File: src/rtl/bcd_pkg.sv
// Shared definitions for the sequential binary-to-BCD converter:
// FSM state encoding, BCD digit width, and the digit-count sizing helper
// used by the elaboration-time parameter check.
package bcd_pkg;

  localparam int unsigned DIGIT_W = 4;

  typedef enum logic [1:0] {
    IDLE = 2'd0,
    CONV = 2'd1,
    DONE = 2'd2
  } state_t;

  // Smallest digit count d with 10**d >= 2**bin_w, i.e. enough digits for
  // every unsigned value of a bin_w-bit word.
  function automatic int unsigned min_digits(input int unsigned bin_w);
    longint unsigned lim;
    longint unsigned pw;
    int unsigned     d;
    lim = 64'd1 << bin_w;
    pw  = 64'd1;
    d   = 0;
    while (pw < lim) begin
      pw = pw * 64'd10;
      d  = d + 1;
    end
    return d;
  endfunction

endpackage

File: src/rtl/bcd_digit_adj.sv
// Double-dabble correction cell: adds 3 to a BCD digit that is 5 or more so
// the following left shift carries correctly into the next decimal digit.
// Ports:
//   d    - current BCD digit
//   q_c  - corrected digit (combinational)
module bcd_digit_adj
  import bcd_pkg::*;
(
  input  logic [DIGIT_W-1:0] d,
  output logic [DIGIT_W-1:0] q_c
);

  assign q_c = (d >= DIGIT_W'(5)) ? DIGIT_W'(d + DIGIT_W'(3)) : d;

endmodule

File: src/rtl/bin2bcd_seq.sv
// Sequential binary-to-BCD converter, one shift-and-add-3 step per clock,
// with optional two's-complement input and valid/ready on both sides.
// Ports:
//   clk, rst_n            - clock, asynchronous active-low reset
//   in_valid / in_ready   - input handshake (in_ready high only in IDLE)
//   bin_in, signed_in     - operand and its signedness
//   out_valid / out_ready - output handshake, result held until accepted
//   bcd_out               - packed BCD magnitude, digit 0 in [3:0]
//   sign_out              - result is negative
//   ndigits               - significant digit count, 1..DIGITS
module bin2bcd_seq
  import bcd_pkg::*;
#(
  parameter int unsigned BIN_W  = 12,
  parameter int unsigned DIGITS = 4
) (
  input  logic                           clk,
  input  logic                           rst_n,
  input  logic                           in_valid,
  output logic                           in_ready,
  input  logic [BIN_W-1:0]               bin_in,
  input  logic                           signed_in,
  output logic                           out_valid,
  input  logic                           out_ready,
  output logic [DIGIT_W*DIGITS-1:0]      bcd_out,
  output logic                           sign_out,
  output logic [$clog2(DIGITS+1)-1:0]    ndigits
);

  localparam int unsigned BCD_W = DIGIT_W * DIGITS;
  localparam int unsigned SR_W  = BCD_W + BIN_W;
  localparam int unsigned CNT_W = $clog2(BIN_W + 1);
  localparam int unsigned ND_W  = $clog2(DIGITS + 1);

  // Parameter legality, checked at elaboration.
  if (BIN_W < 2 || BIN_W > 32) begin : g_bad_bin_w
    $error("bin2bcd_seq: BIN_W must be in 2..32");
  end
  if (DIGITS < min_digits(BIN_W)) begin : g_bad_digits
    $error("bin2bcd_seq: DIGITS too small for BIN_W");
  end

  state_t           state;
  logic [SR_W-1:0]  sr;
  logic [SR_W-1:0]  sr_adj_c;
  logic [SR_W-1:0]  sr_next_c;
  logic [CNT_W-1:0] cnt;
  logic             sign_q;
  logic             sign_c;
  logic [BIN_W-1:0] mag_c;
  logic [ND_W-1:0]  nd_c;

  // Operand sign and magnitude; the most negative value maps to 2**(BIN_W-1).
  assign sign_c = signed_in & bin_in[BIN_W-1];
  assign mag_c  = sign_c ? BIN_W'(~bin_in + BIN_W'(1)) : bin_in;

  // All BCD digits corrected in parallel, binary part passes through.
  for (genvar g = 0; g < DIGITS; g++) begin : g_adj
    bcd_digit_adj u_adj (
      .d   (sr[BIN_W + DIGIT_W*g +: DIGIT_W]),
      .q_c (sr_adj_c[BIN_W + DIGIT_W*g +: DIGIT_W])
    );
  end
  assign sr_adj_c[BIN_W-1:0] = sr[BIN_W-1:0];

  assign sr_next_c = sr_adj_c << 1;

  // Significant digits of the value the current step produces.
  always_comb begin
    nd_c = ND_W'(1);
    for (int unsigned i = 1; i < DIGITS; i++) begin
      if (sr_next_c[BIN_W + DIGIT_W*i +: DIGIT_W] != '0) nd_c = ND_W'(i + 1);
    end
  end

  // Control FSM with datapath registers; outputs only update on entry to DONE.
  always_ff @(posedge clk or negedge rst_n) begin
    if (!rst_n) begin
      state     <= IDLE;
      in_ready  <= 1'b1;
      out_valid <= 1'b0;
      bcd_out   <= '0;
      sign_out  <= 1'b0;
      ndigits   <= ND_W'(1);
      cnt       <= '0;
      sr        <= '0;
      sign_q    <= 1'b0;
    end else begin
      case (state)
        IDLE: begin
          if (in_valid && in_ready) begin
            sign_q   <= sign_c;
            sr       <= {BCD_W'(0), mag_c};
            cnt      <= CNT_W'(BIN_W);
            in_ready <= 1'b0;
            state    <= CONV;
          end
        end
        CONV: begin
          sr  <= sr_next_c;
          cnt <= cnt - CNT_W'(1);
          if (cnt == CNT_W'(1)) begin
            bcd_out   <= sr_next_c[SR_W-1 -: BCD_W];
            sign_out  <= sign_q;
            ndigits   <= nd_c;
            out_valid <= 1'b1;
            state     <= DONE;
          end
        end
        DONE: begin
          if (out_ready) begin
            out_valid <= 1'b0;
            in_ready  <= 1'b1;
            state     <= IDLE;
          end
        end
        default: begin
          out_valid <= 1'b0;
          in_ready  <= 1'b1;
          state     <= IDLE;
        end
      endcase
    end
  end

endmodule

File: config.mk
export PLATFORM = sky130hd
export DESIGN_NAME = bin2bcd_seq
export DESIGN_NICKNAME = d
export VERILOG_FILES = /design/src/rtl/bcd_pkg.sv /design/src/rtl/bcd_digit_adj.sv /design/src/rtl/bin2bcd_seq.sv
export SDC_FILE = /design/constraint.sdc
export NUM_CORES = 1
export LEC_CHECK = 0
export BUFFER_PORTS_ARGS = -buffer_cell sky130_fd_sc_hd__clkbuf_2
export CAP_MARGIN = 25
export CORE_ASPECT_RATIO = 2
export CORE_MARGIN = 2
export CORE_UTILIZATION = 40
export DETAILED_ROUTE_END_ITERATION = 6
export GPL_ROUTABILITY_DRIVEN = 0
export HOLD_SLACK_MARGIN = 0.05
export PLACE_DENSITY = 0.68
export RECOVER_POWER = 100
export SKIP_LAST_GASP = 1
export SLEW_MARGIN = 20
export SYNTH_ARGS = -nofsm -noshare
export SYNTH_HDL_FRONTEND = slang
export SYNTH_SLANG_ARGS = --single-unit
export TNS_END_PERCENT = 30
File: constraint.sdc
create_clock -name clk -period 4.8 [get_ports clk]
set_clock_uncertainty 0.15 [all_clocks]
set_input_delay 0.48 -clock clk [delete_from_list [all_inputs] [get_ports clk]]
set_output_delay 0.48 -clock clk [all_outputs]
set_load 0.005 [all_outputs]
==> impl_metrics.env <==
export IMPL_critPathMaxStageDelay_ns=0.94
export IMPL_synth_seq_cells=57
export IMPL_path_class="flip-flop to flip-flop"
export IMPL_first_pass_iters=4
export IMPL_layout_drive_gt1_share=0.1758
export IMPL_arrival_ns=2.76
export IMPL_rsz0062_at_grt="false"
export IMPL_ant_nets=0
export IMPL_nNetsFinal=353
export IMPL_status="finished clean"
export IMPL_hold_viol_final=0
export IMPL_synthesis_area_mm2=0.002874
export IMPL_whs_ns=0.1371
export IMPL_cts_hold_buf=0
export IMPL_drc=0
export IMPL_ys_flop_type="dfrtp_1"
export IMPL_setup_viol=0
export IMPL_startpoint_type="flip-flop"
export IMPL_async_flop_share=1.000
export IMPL_cp_slowest_cell="clkbuf_1"
export IMPL_drv_slew=0
export IMPL_cts_root_buf="clkbuf_16"
export IMPL_critPathMaxFanout=27
export IMPL_yosys_warnings=0
export IMPL_cts_max_path_buffers=2
export IMPL_relSlewSlack=0.1474
export IMPL_min_period_over_period=0.5630
export IMPL_synth_edff_count=0
export IMPL_wl_per_cell_um=14.08
export IMPL_setup_tns_ns=0
export IMPL_worstPathCellList="inv_1, ha_1, and4bb_1, and2b_1, clkbuf_1, mux2_2"
export IMPL_powerDensity_mw_per_mm2=320.3
export IMPL_vdd_drop_max_mv=0.2770
export IMPL_num_fill_cells=685
export IMPL_htreeDepth=3
export IMPL_placed_area_mm2=0.003142
export IMPL_post_cts_setup_buffers=0
export IMPL_grt_first_pass_wirelength_um=10060
export IMPL_route_vias_total=2207
export IMPL_worstMarginPinSlew_ns=1.279
export IMPL_die_area_mm2=0.007920
export IMPL_antenna_found_initial=0
export IMPL_grt_max_degree=58
export IMPL_areaGrowthSynthToFinish_pct=18.20
export IMPL_synth_cells=286
export IMPL_leakage_nw=1.603
export IMPL_avgViaCountPerCell=5.255
export IMPL_rrSetupSlack_ns=2.10
export IMPL_hold_path_class="input pin to asynchronous set/reset pin"
export IMPL_clk_latency_ns=0.32
export IMPL_start_util=0.4141
export IMPL_core_area_mm2=0.006940
export IMPL_drt_iter0_drc=47
export IMPL_avgSynthCellArea_um2=10.05
export IMPL_die_h_um=123.9
export IMPL_reg2reg_from="cnt[1]$_DFFE_PN0P_"
export IMPL_end_kind="flip-flop"
export IMPL_port_buffers=38
export IMPL_design_area_mm2=0.003397
export IMPL_period_needed_ns=2.702
export IMPL_grt_usage=0.1683
export IMPL_cap_violations=0
export IMPL_cts_repair_resized=0
export IMPL_r2r_end="sign_out$_DFFE_PN0P_"
export IMPL_cts_tree="yes"
export IMPL_dp_hpwl_um=4263
export IMPL_first_global_vias=2154
export IMPL_io_pins=39
export IMPL_required_ns=4.86
export IMPL_die_w_um=63.94
export IMPL_fp_row_count=43
export IMPL_ys_types=44
export IMPL_diodes=0
export IMPL_seq_area_frac_synth=0.4972
export IMPL_drt_wl_total_um=5913
export IMPL_cts_sinks=57
export IMPL_syn_num_nets=314
export IMPL_final_core_util=0.4895
export IMPL_numCtsBuffers=9
export IMPL_grt_ovfl_total=0
export IMPL_ff2ff_path_depth=6
export IMPL_max_clock_freq_ghz=0.3701
export IMPL_path_clk_slew_ns=0.05
## worst max-delay path by stage
stage	start	to	slack, ns	cells past startpoint
4_1_cts	sr[20]$_DFFE_PN0P_	ndigits[0]$_DFFE_PN1P_	2.61	7
3_5_place_dp	bin_in[3]	sr[11]$_DFFE_PN0P_	2.62	6
3_3_place_gp	bin_in[3]	sr[11]$_DFFE_PN0P_	2.63	6
6_report	cnt[1]$_DFFE_PN0P_	sign_out$_DFFE_PN0P_	2.10	6
2_1_floorplan	cnt[1]$_DFFE_PN0P_	ndigits[2]$_DFFE_PN0P_	2.80	8
5_1_grt	cnt[1]$_DFFE_PN0P_	bcd_out[0]$_DFFE_PN0P_	1.91	6
## layout by cell type (no fill, tap or decap), types with 7 or more instances in the layout
| master | n |
|---|---|
| dfrtp_1 | 55 |
| clkbuf_2 | 28 |
| o21ai_0 | 27 |
| a21oi_1 | 22 |
| nand2_1 | 21 |
| nor2_1 | 21 |
| clkbuf_1 | 16 |
| inv_1 | 14 |
| xnor2_1 | 12 |
| ha_1 | 11 |
| mux2_2 | 10 |
| a22oi_1 | 9 |
| clkbuf_16 | 9 |
| nor3b_1 | 7 |
| nor3_1 | 7 |
| o22ai_1 | 7 |
## per-layer routing
| metal | share of wire | vias to the layer above | global-route usage |
|---|---|---|---|
| met1 | 0.39 | 1068 | 0.1806 |
| li1 | - | 1085 | - |
| met2 | 0.54 | 42 | 0.2923 |
| met4 | 0.034 | 0 | 0.1114 |
| met5 | 0 | - | 0 |
| met3 | 0.032 | 12 | 0.03704 |
## worst max-delay path: cells and delay by family (launching register included)
kind | cells | cell delay, ns
flip-flops | 1 | 0.38
adder cells (fa/ha/maj) | 1 | 0.15
buffers and inverters | 2 | 1.04
AND/OR/NAND/NOR | 2 | 0.43
multiplexers | 1 | 0.42
## synth_stat cells, types with 4 or more instances
library cell  count  share of area
nor3_1            7          0.012
clkbuf_1         11          0.014
o21ai_0          27          0.047
a22oi_1           9          0.024
nand2_1          21          0.027
o22ai_1           7          0.015
a21oi_1          22          0.038
mux2_2           10          0.039
nor3b_1           7          0.018
nand2b_1          6          0.013
xnor2_1          12          0.037
mux2i_1           4          0.014
a22o_1            4          0.012
ha_1             11          0.048
nor2_1           21          0.027
dfrtp_1          55           0.48
inv_1            14          0.018
## metrics by stage
| step | cells | worst slack [ns] | total power [mW] |
|---|---|---|---|
| 3_5_place_dp | 404 | 2.619 | 0.5256 |
| 2_1_floorplan | 286 | 2.797 | 0.5037 |
| 3_3_place_gp | 404 | 2.626 | 0.5249 |
| 6_report | 420 | 2.098 | 1.088 |
| 4_1_cts | 420 | 2.611 | 1.103 |
| 5_1_grt | 420 | 1.907 | 1.128 |
## logic make-up after synthesis
group / after synthesis / synth area share
compound gates: 82 / 0.1724
simple gates: 80 / 0.1454
flops: 57 / 0.4972
buf+inv: 27 / 0.03831
xor+xnor: 15 / 0.04571
mux: 14 / 0.05311
fa+ha+maj: 11 / 0.04789
## registers in the layout, indices dropped and copies added (netlist names)
signal     flops
cnt            4
in_ready       1
out_valid      1
bcd_out       16
sign_out       1
ndigits        3
sr            28
state          2
sign_q         1
## cell type report
cell class	count	area [µm²]	share of cell area
Sequential cell	57	1429	0.4206
Multi-Input combinational cell	202	1335	0.3930
Clock buffer	16	271.5	0.07993
Timing Repair Buffer	41	196.4	0.05783
Tap cell	90	112.6	0.03315
Inverter	14	52.55	0.01547
## report_power, final
| group | internal [mW] | switching [mW] | total [mW] |
|---|---|---|---|
| registers | 0.482 | 0 | 0.482 |
| clock network | 0.377 | 0.194 | 0.571 |
| logic | 0.0133 | 0.0221 | 0.0354 |
| total | 0.872 | 0.216 | 1.09 |
(Power assumes the default switching activity.)
